[config.mk]
export PLATFORM = sky130hd
export DESIGN_NAME = pt_dec_flat
export DESIGN_NICKNAME = d
export VERILOG_FILES = /design/src/rtl/pt_pkg.sv /design/src/rtl/pt_dec_if.sv /design/src/rtl/pt_pulse_meter.sv /design/src/rtl/pt_dec.sv /design/src/flat_wrapper.sv
export SDC_FILE = /design/constraint.sdc
export NUM_CORES = 1
export LEC_CHECK = 0
export ABC_AREA = 1
export ABC_CLOCK_PERIOD_IN_PS = 3800
export CAP_MARGIN = 25
export CELL_PAD_IN_SITES_DETAIL_PLACEMENT = 0
export CELL_PAD_IN_SITES_GLOBAL_PLACEMENT = 1
export CORE_ASPECT_RATIO = 0.7
export CORE_MARGIN = 3
export CORE_UTILIZATION = 45
export CTS_CLUSTER_DIAMETER = 120
export CTS_CLUSTER_SIZE = 10
export DETAILED_ROUTE_END_ITERATION = 10
export PLACE_DENSITY_LB_ADDON = 0.1
export SETUP_SLACK_MARGIN = 0.2
export SLEW_MARGIN = 0
export SYNTH_ARGS = -nofsm -noshare
export SYNTH_HDL_FRONTEND = slang
export SYNTH_SLANG_ARGS = --single-unit
[constraint.sdc]
create_clock -name clk -period 3.8 [get_ports clk]
set_input_delay 0.57 -clock clk [delete_from_list [all_inputs] [get_ports clk]]
set_output_delay 0.57 -clock clk [all_outputs]
set_load 0.05 [all_outputs]
[src/rtl/pt_pkg.sv]
// Shared definitions for the PT2262-style OOK frame decoder.
// Holds the symbol codes, phase-length limits in multiples of alpha,
// the decoder state and phase-class enums and the phase classifier.
package pt_pkg;

   localparam int unsigned WORD_W  = 24;
   localparam int unsigned N_PULSE = 24;
   localparam int unsigned IDX_W   = 5;

   localparam logic [1:0] SYM_ZERO  = 2'b00;
   localparam logic [1:0] SYM_ONE   = 2'b11;
   localparam logic [1:0] SYM_FLOAT = 2'b01;

   localparam int unsigned SHORT_MIN = 2;
   localparam int unsigned SHORT_MAX = 7;
   localparam int unsigned LONG_MIN  = 9;
   localparam int unsigned LONG_MAX  = 15;
   localparam int unsigned SYNC_MIN  = 96;

   typedef logic [WORD_W-1:0] word_t;

   typedef enum logic [1:0] {
      ST_HUNT,
      ST_ARMED,
      ST_HIGH,
      ST_LOW
   } state_e;

   typedef enum logic [1:0] {
      PH_BAD,
      PH_SHORT,
      PH_LONG
   } phase_e;

   // Classify a closed phase of d ticks with a ticks per alpha.
   function automatic phase_e classify(input int unsigned d, input int unsigned a);
      if (d >= SHORT_MIN * a && d <= SHORT_MAX * a) return PH_SHORT;
      if (d >= LONG_MIN * a && d <= LONG_MAX * a) return PH_LONG;
      return PH_BAD;
   endfunction

   // A symbol is valid when its two pulse bits form one of the three codes.
   function automatic logic sym_ok(input logic [1:0] c);
      return (c == SYM_ZERO) || (c == SYM_ONE) || (c == SYM_FLOAT);
   endfunction

endpackage

[src/rtl/pt_dec_if.sv]
// Line/handshake bundle of the OOK frame decoder.
//   i_in      raw OOK line into the decoder (asynchronous)
//   i_ready   downstream accepts o_out when o_valid && i_ready
//   o_out     decoded 24-bit word, first symbol in o_out[23:22]
//   o_valid   o_out holds an undelivered frame
//   o_error   one-cycle pulse on a malformed phase or symbol
//   o_overrun sticky: frame completed while o_valid pending
// master: the decoder side; slave: the line driver / consumer side.
interface pt_dec_if;
   import pt_pkg::*;

   logic  i_in;
   logic  i_ready;
   word_t o_out;
   logic  o_valid;
   logic  o_error;
   logic  o_overrun;

   modport master (
      input  i_in, i_ready,
      output o_out, o_valid, o_error, o_overrun
   );

   modport slave (
      output i_in, i_ready,
      input  o_out, o_valid, o_error, o_overrun
   );

endinterface

[src/rtl/pt_pulse_meter.sv]
// Line front end: 2-flop synchroniser, edge detect and saturating phase timer.
//   clk, reset  system clock, synchronous active-high reset
//   i_line      raw asynchronous line
//   o_rise_c    synced line rose this cycle
//   o_fall_c    synced line fell this cycle
//   o_level     synced line level
//   o_dur       ticks spent in the current phase; on an edge cycle it holds
//               the length of the phase that just closed
module pt_pulse_meter #(
   parameter int unsigned CNT_W = 12
) (
   input  logic             clk,
   input  logic             reset,
   input  logic             i_line,
   output logic             o_rise_c,
   output logic             o_fall_c,
   output logic             o_level,
   output logic [CNT_W-1:0] o_dur
);

   logic             r_s1;
   logic             r_s2;
   logic             r_s3;
   logic [CNT_W-1:0] r_dur;
   logic             w_edge;

   assign w_edge = r_s2 ^ r_s3;

   // Timer restarts at 1 on the edge cycle so its value at the closing edge
   // is exactly the phase length; it holds at all-ones instead of wrapping.
   always_ff @(posedge clk) begin
      if (reset) begin
         r_s1  <= 1'b0;
         r_s2  <= 1'b0;
         r_s3  <= 1'b0;
         r_dur <= '0;
      end else begin
         r_s1 <= i_line;
         r_s2 <= r_s1;
         r_s3 <= r_s2;
         if (w_edge) begin
            r_dur <= CNT_W'(1);
         end else if (r_dur != {CNT_W{1'b1}}) begin
            r_dur <= r_dur + CNT_W'(1);
         end
      end
   end

   assign o_rise_c = r_s2 & ~r_s3;
   assign o_fall_c = ~r_s2 & r_s3;
   assign o_level  = r_s2;
   assign o_dur    = r_dur;

endmodule

[src/rtl/pt_dec.sv]
// PT2262-style OOK frame decoder: times line phases, rebuilds 12 tri-state
// symbols into a 24-bit word and offers it on a valid/ready handshake.
//   clk    system clock
//   reset  synchronous, active-high
//   bus    pt_dec_if.master: i_in, i_ready, o_out, o_valid, o_error, o_overrun
// Optional build macro PT_DEC_CONFIRM_EN: deliver a word only when two
// consecutive frames decode identically.
module pt_dec
   import pt_pkg::*;
#(
   parameter int unsigned TICKS_PER_ALPHA = 4,
   parameter int unsigned CNT_W           = 12
) (
   input  logic     clk,
   input  logic     reset,
   pt_dec_if.master bus
);

   localparam int unsigned PH_LIMIT   = LONG_MAX * TICKS_PER_ALPHA;
   localparam int unsigned SYNC_TICKS = SYNC_MIN * TICKS_PER_ALPHA;

   logic             w_rise;
   logic             w_fall;
   logic             w_level;
   logic [CNT_W-1:0] w_dur;
   logic [31:0]      w_dur32;
   phase_e           w_cls;
   logic             w_pulse_ok;
   logic             w_pbit;

   state_e           r_state;
   state_e           w_state_nxt;
   logic [IDX_W-1:0] r_idx;
   logic [IDX_W-1:0] w_idx_nxt;
   word_t            r_word;
   word_t            w_word_nxt;
   phase_e           r_hcls;
   phase_e           w_hcls_nxt;
   logic             w_err;
   logic             w_frame;
   logic             w_deliver;
   logic             w_take;

   word_t            r_out;
   logic             r_valid;
   logic             r_error;
   logic             r_overrun;

   pt_pulse_meter #(.CNT_W(CNT_W)) u_meter (
      .clk      (clk),
      .reset    (reset),
      .i_line   (bus.i_in),
      .o_rise_c (w_rise),
      .o_fall_c (w_fall),
      .o_level  (w_level),
      .o_dur    (w_dur)
   );

   assign w_dur32    = 32'(w_dur);
   assign w_cls      = classify(w_dur32, TICKS_PER_ALPHA);
   assign w_pulse_ok = (r_hcls == PH_SHORT && w_cls == PH_LONG) ||
                       (r_hcls == PH_LONG  && w_cls == PH_SHORT);
   assign w_pbit     = (r_hcls == PH_LONG);

   // State register and frame assembly registers.
   always_ff @(posedge clk) begin
      if (reset) begin
         r_state <= ST_HUNT;
         r_idx   <= '0;
         r_word  <= '0;
         r_hcls  <= PH_BAD;
      end else begin
         r_state <= w_state_nxt;
         r_idx   <= w_idx_nxt;
         r_word  <= w_word_nxt;
         r_hcls  <= w_hcls_nxt;
      end
   end

   // Next state: HUNT is silent; once armed, any malformed phase reports
   // an error and falls back to HUNT. Pulse bits shift straight into the
   // word because a symbol code equals its two pulse bits.
   always_comb begin
      w_state_nxt = r_state;
      w_idx_nxt   = r_idx;
      w_word_nxt  = r_word;
      w_hcls_nxt  = r_hcls;
      w_err       = 1'b0;
      w_frame     = 1'b0;
      case (r_state)
         ST_HUNT: begin
            if (!w_level && w_dur32 >= SYNC_TICKS) w_state_nxt = ST_ARMED;
         end
         ST_ARMED: begin
            if (w_rise) begin
               w_state_nxt = ST_HIGH;
               w_idx_nxt   = '0;
            end
         end
         ST_HIGH: begin
            if (w_fall) begin
               // The high after the last data pulse opens the sync pulse.
               if (w_cls == PH_BAD ||
                   (r_idx == IDX_W'(N_PULSE) && w_cls != PH_SHORT)) begin
                  w_err       = 1'b1;
                  w_state_nxt = ST_HUNT;
               end else begin
                  w_hcls_nxt  = w_cls;
                  w_state_nxt = ST_LOW;
               end
            end else if (w_dur32 > PH_LIMIT) begin
               w_err       = 1'b1;
               w_state_nxt = ST_HUNT;
            end
         end
         ST_LOW: begin
            if (r_idx == IDX_W'(N_PULSE)) begin
               if (w_rise) begin
                  w_err       = 1'b1;
                  w_state_nxt = ST_HUNT;
               end else if (w_dur32 >= SYNC_TICKS) begin
                  w_frame     = 1'b1;
                  w_state_nxt = ST_ARMED;
               end
            end else if (w_rise) begin
               // Odd index closes a symbol: pair with the previous pulse bit.
               if (!w_pulse_ok || (r_idx[0] && !sym_ok({r_word[0], w_pbit}))) begin
                  w_err       = 1'b1;
                  w_state_nxt = ST_HUNT;
               end else begin
                  w_word_nxt  = {r_word[WORD_W-2:0], w_pbit};
                  w_idx_nxt   = r_idx + IDX_W'(1);
                  w_state_nxt = ST_HIGH;
               end
            end else if (w_dur32 > PH_LIMIT) begin
               w_err       = 1'b1;
               w_state_nxt = ST_HUNT;
            end
         end
         default: w_state_nxt = ST_HUNT;
      endcase
   end

`ifdef PT_DEC_CONFIRM_EN
   word_t r_ref;
   logic  r_ref_vld;

   assign w_deliver = w_frame & r_ref_vld & (r_ref == r_word);

   // Reference word of the previous good frame; an error forgets it.
   always_ff @(posedge clk) begin
      if (reset) begin
         r_ref     <= '0;
         r_ref_vld <= 1'b0;
      end else if (w_err) begin
         r_ref_vld <= 1'b0;
      end else if (w_frame) begin
         r_ref     <= r_word;
         r_ref_vld <= 1'b1;
      end
   end
`else
   assign w_deliver = w_frame;
`endif

   assign w_take = r_valid & bus.i_ready;

   // Output stage: a frame landing on the accept cycle replaces the
   // outgoing word; otherwise a pending word blocks it and flags overrun.
   always_ff @(posedge clk) begin
      if (reset) begin
         r_out     <= '0;
         r_valid   <= 1'b0;
         r_error   <= 1'b0;
         r_overrun <= 1'b0;
      end else begin
         r_error <= w_err;
         if (w_deliver) begin
            if (!r_valid || w_take) begin
               r_out   <= r_word;
               r_valid <= 1'b1;
            end else begin
               r_overrun <= 1'b1;
            end
         end else if (w_take) begin
            r_valid <= 1'b0;
         end
      end
   end

   assign bus.o_out     = r_out;
   assign bus.o_valid   = r_valid;
   assign bus.o_error   = r_error;
   assign bus.o_overrun = r_overrun;

endmodule
[src/flat_wrapper.sv]
// flat-port wrapper written by rule: the top's interface ports become plain ports
module pt_dec_flat import pt_pkg::*;
#(
   parameter int unsigned TICKS_PER_ALPHA = 4,
   parameter int unsigned CNT_W           = 12
)
  (clk, reset, bus_i_in, bus_i_ready, bus_o_out, bus_o_valid, bus_o_error, bus_o_overrun);
  pt_dec_if bus_i ();
  input  logic clk;
  input  logic reset;
  input wire logic [$bits(bus_i.i_in)-1:0] bus_i_in;
  input wire logic [$bits(bus_i.i_ready)-1:0] bus_i_ready;
  output wire logic [$bits(bus_i.o_out)-1:0] bus_o_out;
  output wire logic [$bits(bus_i.o_valid)-1:0] bus_o_valid;
  output wire logic [$bits(bus_i.o_error)-1:0] bus_o_error;
  output wire logic [$bits(bus_i.o_overrun)-1:0] bus_o_overrun;
  assign bus_i.i_in = bus_i_in;
  assign bus_i.i_ready = bus_i_ready;
  assign bus_o_out = bus_i.o_out;
  assign bus_o_valid = bus_i.o_valid;
  assign bus_o_error = bus_i.o_error;
  assign bus_o_overrun = bus_i.o_overrun;
  pt_dec #(.TICKS_PER_ALPHA(TICKS_PER_ALPHA), .CNT_W(CNT_W)) u_core (.clk(clk), .reset(reset), .bus(bus_i));
endmodule
## Yosys cells after proc, flatten, opt, wreduce, memory -nomap -nowiden

Cells that the tools add are included.
W data, S select, Z words.

| storage, ports and cells | value |
|---|---|
| input port bits | 4 |
| bits in registers | 75 |
| word-level logic and storage cells | 121 |
| output and inout port bits | 27 |

| cells by class | value |
|---|---|
| reductions and logical operators | 31 |
| bitwise operators | 10 |
| equality and inequality tests | 19 |
| magnitude comparators | 6 |
| $add $sub $neg | 2 |
| mux-type cells | 40 |

Operators with widths:

| operator | count |
|---|---|
| $mux W2 | 14 |
| $mux W5 | 4 |
| $mux W1 | 19 |
| $add A12 B1 Y12 const B | 1 |
| $ge A12 B4 Y1 const B | 1 |
| $ge A12 B6 Y1 const B | 1 |
| $ge A12 B9 Y1 const B | 1 |
| $gt A12 B6 Y1 const B | 1 |
| $le A12 B5 Y1 const B | 1 |
| $le A12 B6 Y1 const B | 1 |
| $ne A12 B12 Y1 const B | 1 |
| $eq A2 B2 Y1 const B | 5 |
| $ne A2 B2 Y1 const B | 5 |
| $pmux W5 S2 | 1 |
| $eq A2 B1 Y1 const B | 4 |
| $pmux W2 S4 | 1 |
| $logic_and A1 B1 Y1 | 7 |
| $logic_not A2 Y1 | 3 |
| $logic_or A1 B1 Y1 | 6 |
| $not A1 Y1 | 6 |
| $reduce_and A2 Y1 | 3 |
| $reduce_and A3 Y1 | 2 |
| $reduce_bool A2 Y1 | 3 |
| $add A5 B1 Y5 const B | 1 |
| 10 further kinds | 16 |

## Logic depth before layout (Yosys ltp)

Gate-level depths: netlist of run 1.

| logic depth | value |
|---|---|
| word-level depth | 15 |
| mapped depth | 12 |
| mapped depth without buffers | 12 |

## Hierarchy

Synthesis of run 1 repeated with hierarchy kept, for this count alone.

| unflattened totals | value |
|---|---|
| cells, all modules | 466 |
| area total of the unflattened synthesis | 3,487.1 um^2 |

By module, submodules not included:

| module | times used | cells an instance | area an instance (um^2) | sequential area each (um^2) |
|---|---|---|---|---|
| pt_dec | 1 | 359 | 2,688.8 | 1,201.2 |
| pt_pulse_meter | 1 | 107 | 798.3 | 300.3 |

## Worst setup path before layout of run 1

Ideal clock, no wire load.

| timing path | value |
|---|---|
| path type | register -> register |
| start point | register u_core.r_idx[0] |
| end point | register u_core.r_out[0] (netlist: u_core.bus.o_out[0]) |
| data arrival time | 1.479 ns |
| buffers on the path | 2 |
| period minus slack after synthesis | 1.599 ns |
| library setup time | 0.120 ns |
| required time | 3.680 ns |
| setup slack | 2.201 ns |
| cell stages (with the launch flop) | 12 |
| cell sequence | dfxtp_1 > inv_1 > ha_1 > nand2_1 > nor3_1 > nand2_1 > nor2_1 > nand2_1 > inv_1 > buf_2 > buf_2 > a21oi_1 |

| on the way | value |
|---|---|
| cells in the longest elaborated chain, start to end | 4 |

RTL lines:

| item | RTL line | text |
|---|---|---|
| start, declared | pt_dec.sv:33 | `logic [IDX_W-1:0] r_idx;` |
| start signal, assigned | pt_dec.sv:74 | `r_idx <= w_idx_nxt;` |
| $eq A5 B5 Y1 | pt_dec.sv:117 | `if (r_idx == IDX_W'(N_PULSE)) begin` |
| $mux W1 | pt_dec.sv:117 |  |
| $mux W1 | pt_dec.sv:90 | `case (r_state)` |
| $reduce_and A2 Y1 (no source line) | -- |  |
| end signal, assigned | pt_dec.sv:180 | `r_out <= r_word;` |
| end, declared | pt_dec.sv:44 | `word_t r_out;` |

Every way passes these cells.
A chain may end at the register's enable or synchronous reset.

## Final worst setup path of run 1

| timing path | value |
|---|---|
| start point | register u_core.r_idx[0] |
| end point | register u_core.r_word[8] |

| on the way | value |
|---|---|
| cells in the longest elaborated chain, start to end | 4 |
| elaborated cells on any way between the ends | 6 |
| classes of those cells | eq/ne (1); bitwise (2); reduce/logical (3) |

RTL lines:

| item | RTL line | text |
|---|---|---|
| parallel branches: the longest is 3 deep, another holds $eq A5 B5 Y1 | -- |  |
| $reduce_and A4 Y1 (no source line) (*) | -- |  |
| end signal, assigned | pt_dec.sv:75 | `r_word <= w_word_nxt;` |
| end, declared | pt_dec.sv:35 | `word_t r_word;` |

Mark *: on every way between the ends.

==> run_results.csv, run 1 <==
group,metric,value,unit
synthesis,syn_inst,400,
setup_path,cp.arrival,2360,ps
floorplan,num_io_pins,31,
detailed_routing,wl_per_cell,11.84,microns
synthesis,syn-num-nets,410,
floorplan,row_count,24,
clocking,cts_buffers,9,
synthesis,yosysSeqAreaShare,0.4771,
grt,overflow,0,
placement,routabilityCongestion,0.8256,
detailed_routing,detail_route.iter0.violations,104,
clocking,clock-sinks,75,
grt,grt_pass1_vias,2348,
placement,placed_cells,508,
detailed_routing,viasPerCell,4.937,
cells_and_area,final_core_util,0.5731,
timing,skew,6.553,ps
timing,timing.final.crit_share,0.5641,
clocking,cts_htree_levels,3,
pwr,p_int,1.175,mW
detailed_routing,drc,0,
timing,worst_pin_slew,671.6,ps
setup_path,cp_max_fo,49,
synthesis,synth_edf_count,0,
timing,hold_ws,411.0,ps
detailed_routing,drt_first_pass_iters,6,
synthesis,synth_top_area_share,0.4771,
setup_path,worst-setup-path-type,"register to register",
cells_and_area,areaGrowthSynthToFinish,18.13,%
pwr,combPwrFrac,0.026,
timing,max_freq,466.5,MHz
grt,grt_pass1_wl,10840,microns
setup_path,cp-end-kind,"register",
grt,grt_max_degree,50,
cells_and_area,drive_gt1_frac,0.06928,
placement,dp_hpwl,4281,microns
placement,portBuffers,30,
timing,hold_viol,0,
synthesis,yosysWarnings,0,
cells_and_area,finalInstanceArea,3717,sq um
pwr,sequentialPowerShare,0.529,
setup_path,r2r_start,"u_core.r_idx[0]$_SDFFE_PP0P_",
clocking,postCtsSetupBuffers,0,
grt,grt_usage,0.1635,
grt,antenna_found_initial,0,
setup_path,critPathMaxStageDelay,470,ps
timing,period_needed,2144,ps
setup_path,critPathSlowestCell,"nand4_4",
pwr,power_leakage,1.417,nW
timing,setup_viol,0,
setup_path,startpoint,"u_core.r_idx[0]$_SDFFE_PP0P_",
setup_path,crit_top_cell,"inv_1",
placement,place_area,3502,sq um
floorplan,die_width,106.0,microns
detailed_routing,vias,2587,
cells_and_area,final_cells,524,
clocking,cts.hold.buffers_added,0,
synthesis,synth_area_leaders,"dfxtp_1 48%, a21oi_1 11%, o21ai_0 8.9%",
setup_path,path_cells,"inv_1, ha_1, nand2_1, nor3_1, inv_1, nand2_1, inv_1, nand4_4, o21ai_0, a21oi_1",
clocking,cts_resized,0,
timing,rsz0062_at_grt,"false",
timing,tns,0,ps
floorplan,fp.coreArea,6486,sq um
hold_path,holdCritPathClass,"register to register",
hold_path,hold_start,"u_core.u_meter.r_s1$_SDFF_PP0_",
pwr,ir_worst_vdd,0.0002221,V
synthesis,ys.flop_type,"dfxtp_1",
flow_run,max_cap_viol_count,0,
setup_path,start_kind,"register",
clocking,insertion_delay,330,ps
cells_and_area,layout.nets,438,
synthesis,ys_ff_latch,75,
synthesis,netlist_area,3147,sq um
timing,slew_headroom,0.5518,
cells_and_area,diodes,0,
clocking,tritoncts,"done",
pwr,power.density,403.4,nW/um^2
floorplan,initial_core_util,0.4851,
pwr,p_clk_frac,0.445,
clocking,clock_path_buffers,2,
timing,slew_violations,0,
pwr,p_sw_frac,0.2166,
synthesis,yosysTopAreaCell,"dfxtp_1",
setup_path,cp.required,4010,ps
synthesis,syn_area_per_cell,7.867,sq um
detailed_routing,antenna_left,0,
synthesis,ys_async_sr_fraction,0,
status,outcome,"finished, final reports clean",
clocking,cts_root_buf,"clkbuf_8",
floorplan,die_h,75.97,microns
clocking,cts.reportedPaths.clkPinSlew,80,ps
floorplan,dieArea,8048,sq um
detailed_routing,wl,6204,microns
pwr,p_sw,0.3248,mW
synthesis,synthDistinctLibCells,28,
==> worst max-delay path: cells and delay by family (launching register included) <==
family | cells | cell delay [ps]
fa+ha+maj | 1 | 190
buf+inv | 3 | 330
simple gates | 4 | 670
flops | 1 | 390
compound gates | 2 | 440
==> cell usage after synthesis, types with 2 or more instances <==
master,number
nand2_1,34
xnor2_1,3
ha_1,6
buf_2,8
nor2_1,26
nor3_1,4
dfxtp_1,75
nand2_2,2
nand4_1,7
xor2_1,7
buf_6,2
or2_2,2
a21oi_1,68
a211oi_1,2
inv_1,61
clkbuf_1,7
o21ai_0,56
nand3_1,20
==> area by class of cell <==
| cell class | instances | area [sq um] |
|---|---|---|
| Timing Repair Buffer | 34 | 330.3 |
| Clock buffer | 10 | 127.6 |
| Clock inverter | 6 | 87.58 |
| Sequential cell | 75 | 1501 |
| Fill cell | 597 | 2769 |
| Multi-Input combinational cell | 247 | 1328 |
| Tap cell | 91 | 113.9 |
| Inverter | 61 | 229.0 |
==> cell families after synthesis <==
group	synth area share
buf+inv	0.1010
xor+xnor	0.02783
simple gates	0.1662
fa+ha+maj	0.02386
flops	0.4771
compound gates	0.2040
==> cells in the final DEF (no fill, tap or decap), drive strengths merged, types with 4 or more instances in the layout <==
cell	netlist	routed
ha	6	6
dfxtp	75	75
buf	10	4
nand3	21	21
nand2	36	36
a21oi	68	68
nand4	9	9
clkbuf	7	10
o21ai	56	56
nor2	28	28
xor2	7	7
clkdlybuf4s50	0	30
nor3	5	5
inv	61	62
==> power by group through the flow <==
stage	clock, mW	sequential [mW]	combinational [mW]
final	0.668	0.793	0.0392
after global routing	0.727	0.794	0.0462
after CTS	0.689	0.793	0.0395
after detailed placement	0	0.811	0.0389
after global placement	0	0.811	0.0392
after floorplan	0	0.810	0.0279
==> routing by layer <==
layer | GRT usage | up-vias | wire (microns)
met2 | 0.2436 | 52 | 2642
met1 | 0.2327 | 1161 | 3280
met4 | 0.04269 | 0 | 22
met3 | 0.04669 | 2 | 259
met5 | 0 | - | 0
li1 | - | 1372 | -
==> sequential cells by signal (all words and copies together) (netlist names) <==
signal and cells:
u_core.bus.o_error 1, u_core.bus.o_valid 1, u_core.r_state 2, u_core.u_meter.o_level 1, u_core.u_meter.r_s3 1, u_core.r_idx 5
u_core.bus.o_out 24, u_core.u_meter.r_s1 1, u_core.r_hcls 2, u_core.bus.o_overrun 1, u_core.r_word 24, u_core.u_meter.o_dur 12
==> metrics by stage <==
| step | setup WS [ps] | total power [mW] |
|---|---|---|
| 6_report | 1656 | 1.500 |
| 5_1_grt | 1312 | 1.566 |
| 4_1_cts | 1640 | 1.521 |
| 3_5_place_dp | 1664 | 0.8502 |
| 3_3_place_gp | 1707 | 0.8505 |
| 2_1_floorplan | 2201 | 0.8381 |
==> final timing paths <==
check,endpoint,slack (ps),depth (start not counted)
setup / recovery,u_core.r_word[8]$_SDFFE_PP0P_,1660,10
hold / removal,u_core.u_meter.o_level$_SDFF_PP0_,410,2
setup reg to reg,u_core.r_word[8]$_SDFFE_PP0P_,1660,10
hold reg to reg,u_core.u_meter.o_level$_SDFF_PP0_,410,2
Note: power is estimated with default switching activity, not from simulation.
==> run 2, diff against run 1 <==
ABC_CLOCK_PERIOD_IN_PS = 1860   (was 3800)
CORE_UTILIZATION = 38   (was 45)
clock period = 1.86 ns   (was 3.8 ns; I/O delays follow)
==> run 2 against run 1 <==
Compared with the run above: setup slack worse by 1500 ps; final cell count grew 10%; register-to-register slack got worse by 1500 ps; combinational power grew to 3.2 times the previous value; die area rose by 17%; hold slack got worse by 8.9 ps; sequential share of layout area down 8.1 points; critical endpoint is now u_core.r_word[12]$_SDFFE_PP0P_; highest routed layer unchanged.
==> run_results.csv, run 2 (synthesis gave the netlist of run 1 again) <==
group,metric,value,unit
placement,routabilityCongestion,0.7676,
clocking,insertion_delay,330,ps
grt,grt_usage,0.1749,
grt,grt_pass1_vias,2519,
floorplan,die_width,114.8,microns
grt,grt_max_degree,33,
floorplan,fp.coreArea,7939,sq um
grt,antenna_found_initial,0,
timing,hold_viol,0,
floorplan,initial_core_util,0.3964,
clocking,cts_buffers,9,
setup_path,cp.arrival,1940,ps
cells_and_area,layout.nets,482,
timing,slew_headroom,0.6699,
pwr,finalPower,3.514,mW
setup_path,reg2reg_depth,9,
timing,max_freq,582.9,MHz
setup_path,critPathSlowestCell,"dfxtp_2",
setup_path,critPathMaxStageDelay,320,ps
detailed_routing,wl,8282,microns
clocking,cts.hold.buffers_added,0,
cells_and_area,drive_gt1_frac,0.3417,
setup_path,cp.required,2080,ps
hold_path,whs_path_depth,2,
cells_and_area,final_cell_mix,"61 x dfxtp_1, 58 x a21oi_1, 52 x inv_1",
setup_path,critPathBufInv,2,
pwr,power_leakage,1.979,nW
grt,grt_pass1_wl,12750,microns
setup_path,start_kind,"register",
placement,portBuffers,30,
clocking,clock-sinks,75,
setup_path,path_cells,"or2_4, nor2_8, nand4_1, nand2_4, nand4_4, buf_6, buf_16, o21ai_0, a21oi_1",
detailed_routing,viasPerCell,4.971,
setup_path,r2r_slack,140,ps
detailed_routing,detail_route.iter0.violations,136,
cells_and_area,final_common_cell,"dfxtp_1",
hold_path,hold_start,"u_core.u_meter.r_s1$_SDFF_PP0_",
setup_path,critical_path.top_delay_family,"simple AND/OR/NAND/NOR gates",
timing,worst_pin_slew,497.1,ps
clocking,clock_path_buffers,2,
detailed_routing,wl_per_cell,14.33,microns
clocking,cts_htree_levels,3,
setup_path,cp-end-kind,"register",
setup_path,worst-setup-path-type,"register to register",
grt,overflow,0,
placement,dp_hpwl,4367,microns
timing,timing.final.crit_share,0.9223,
clocking,cts.reportedPaths.clkPinSlew,60,ps
floorplan,die_h,82.14,microns
timing,period_needed,1716,ps
hold_path,whs_endpoint,"u_core.u_meter.o_level$_SDFF_PP0_",
timing,skew,3.609,ps
hold_path,holdCritPathClass,"register to register",
floorplan,num_io_pins,31,
timing,setup_viol,0,
detailed_routing,antenna_left,0,
floorplan,dieArea,9426,sq um
floorplan,row_count,27,
cells_and_area,diodes,0,
timing,tns,0,ps
timing,rsz0062_at_grt,"true",
clocking,cts_root_buf,"clkbuf_16",
detailed_routing,drt_first_pass_iters,4,
setup_path,r2r_start,"u_core.u_meter.o_dur[6]$_SDFFE_PP0P_",
setup_path,worstReg2RegEnd,"u_core.r_word[12]$_SDFFE_PP0P_",
flow_run,max_cap_viol_count,0,
detailed_routing,drc,0,
pwr,ir_worst_vdd,0.0006030,V
cells_and_area,areaGrowthSynthToFinish,50.30,%
clocking,tritoncts,"done",
cells_and_area,num-fill-cells,683,
pwr,power.density,742.9,nW/um^2
setup_path,cp_max_fo,6,
status,outcome,"finished, final reports clean",
timing,slew_violations,0,
detailed_routing,vias,2873,
-- run 2: cell count changes in the layout (fill, tap and decap cells not counted), sizes merged --
cell and change:
bufinv -1, inv -1, clkbuf +5, buf +41, clkdlybuf4s50 -27, dlygate4sd2 +27
-- run 2: timing repair --
item / in CTS / in global routing
hold endpoints to repair: 0 / 0
setup buffers: 17 / 13
endpoints found under the setup margin: 86 / 69
gates resized for setup: 85 / 103
cloned: 7 / 3
pin swaps: 14 / 18
-- run 2: per-layer routing --
| metal | global-route usage | vias to the layer above | wire length, microns |
|---|---|---|---|
| met4 | 0.05627 | 0 | 119 |
| met1 | 0.2650 | 1334 | 4342 |
| met3 | 0.05171 | 10 | 321 |
| met5 | 0 | - | 0 |
| li1 | - | 1477 | - |
| met2 | 0.2334 | 52 | 3497 |
-- run 2: power by group --
group	leakage (nW)	internal, mW	switching (mW)	total, mW
Clock	0.153	1.11	0.659	1.77
Sequential	0.613	1.61	0.00705	1.62
Combinational	1.21	0.0521	0.0739	0.126
-- run 2: worst max path at each step --
stage                                         start                                end  cells past startpoint
5_1_grt        u_core.u_meter.o_dur[6]$_SDFFE_PP0P_      u_core.r_word[7]$_SDFFE_PP0P_                      9
3_3_place_gp           u_core.r_idx[1]$_SDFFE_PP0P_  u_core.bus.o_out[13]$_SDFFE_PP0P_                     11
4_1_cts                u_core.r_idx[0]$_SDFFE_PP0P_   u_core.bus.o_out[5]$_SDFFE_PP0P_                     12
6_report       u_core.u_meter.o_dur[6]$_SDFFE_PP0P_     u_core.r_word[12]$_SDFFE_PP0P_                      9
3_5_place_dp           u_core.r_idx[1]$_SDFFE_PP0P_   u_core.bus.o_out[7]$_SDFFE_PP0P_                     11
2_1_floorplan          u_core.r_idx[0]$_SDFFE_PP0P_   u_core.bus.o_out[0]$_SDFFE_PP0P_                     11
-- run 2: through the flow --
step           setup slack [ps]    util  std cells  area, sq um  hold slack [ps]
2_1_floorplan             260.6       -        400         3147            386.0
3_3_place_gp              136.5  0.4496        522         3570            402.6
3_5_place_dp              85.79  0.4496        522         3570            395.5
4_1_cts                   108.7  0.5385        562         4275            406.2
5_1_grt                   41.31  0.5957        578         4730            425.5
6_report                  144.5  0.5957        578         4730            402.1
-- run 2: final cells by class --
cell class                 count  area (sq um)  share of cell area
multi-input combinational    247          1665              0.3521
sequential                    75          1529              0.3233
timing repair buffer          78         872.1              0.1844
clock buffer                  12         256.5             0.05423
inverter                      61         231.5             0.04894
tap                          101         126.4             0.02672
clock inverter                 4         48.80             0.01032
-- run 2: worst min-delay path: cells and delay by family (launching register included) --
family	cells	cell delay, ps
buffers and inverters	1	40
DFF	1	290
and+or+nand+nor	1	30
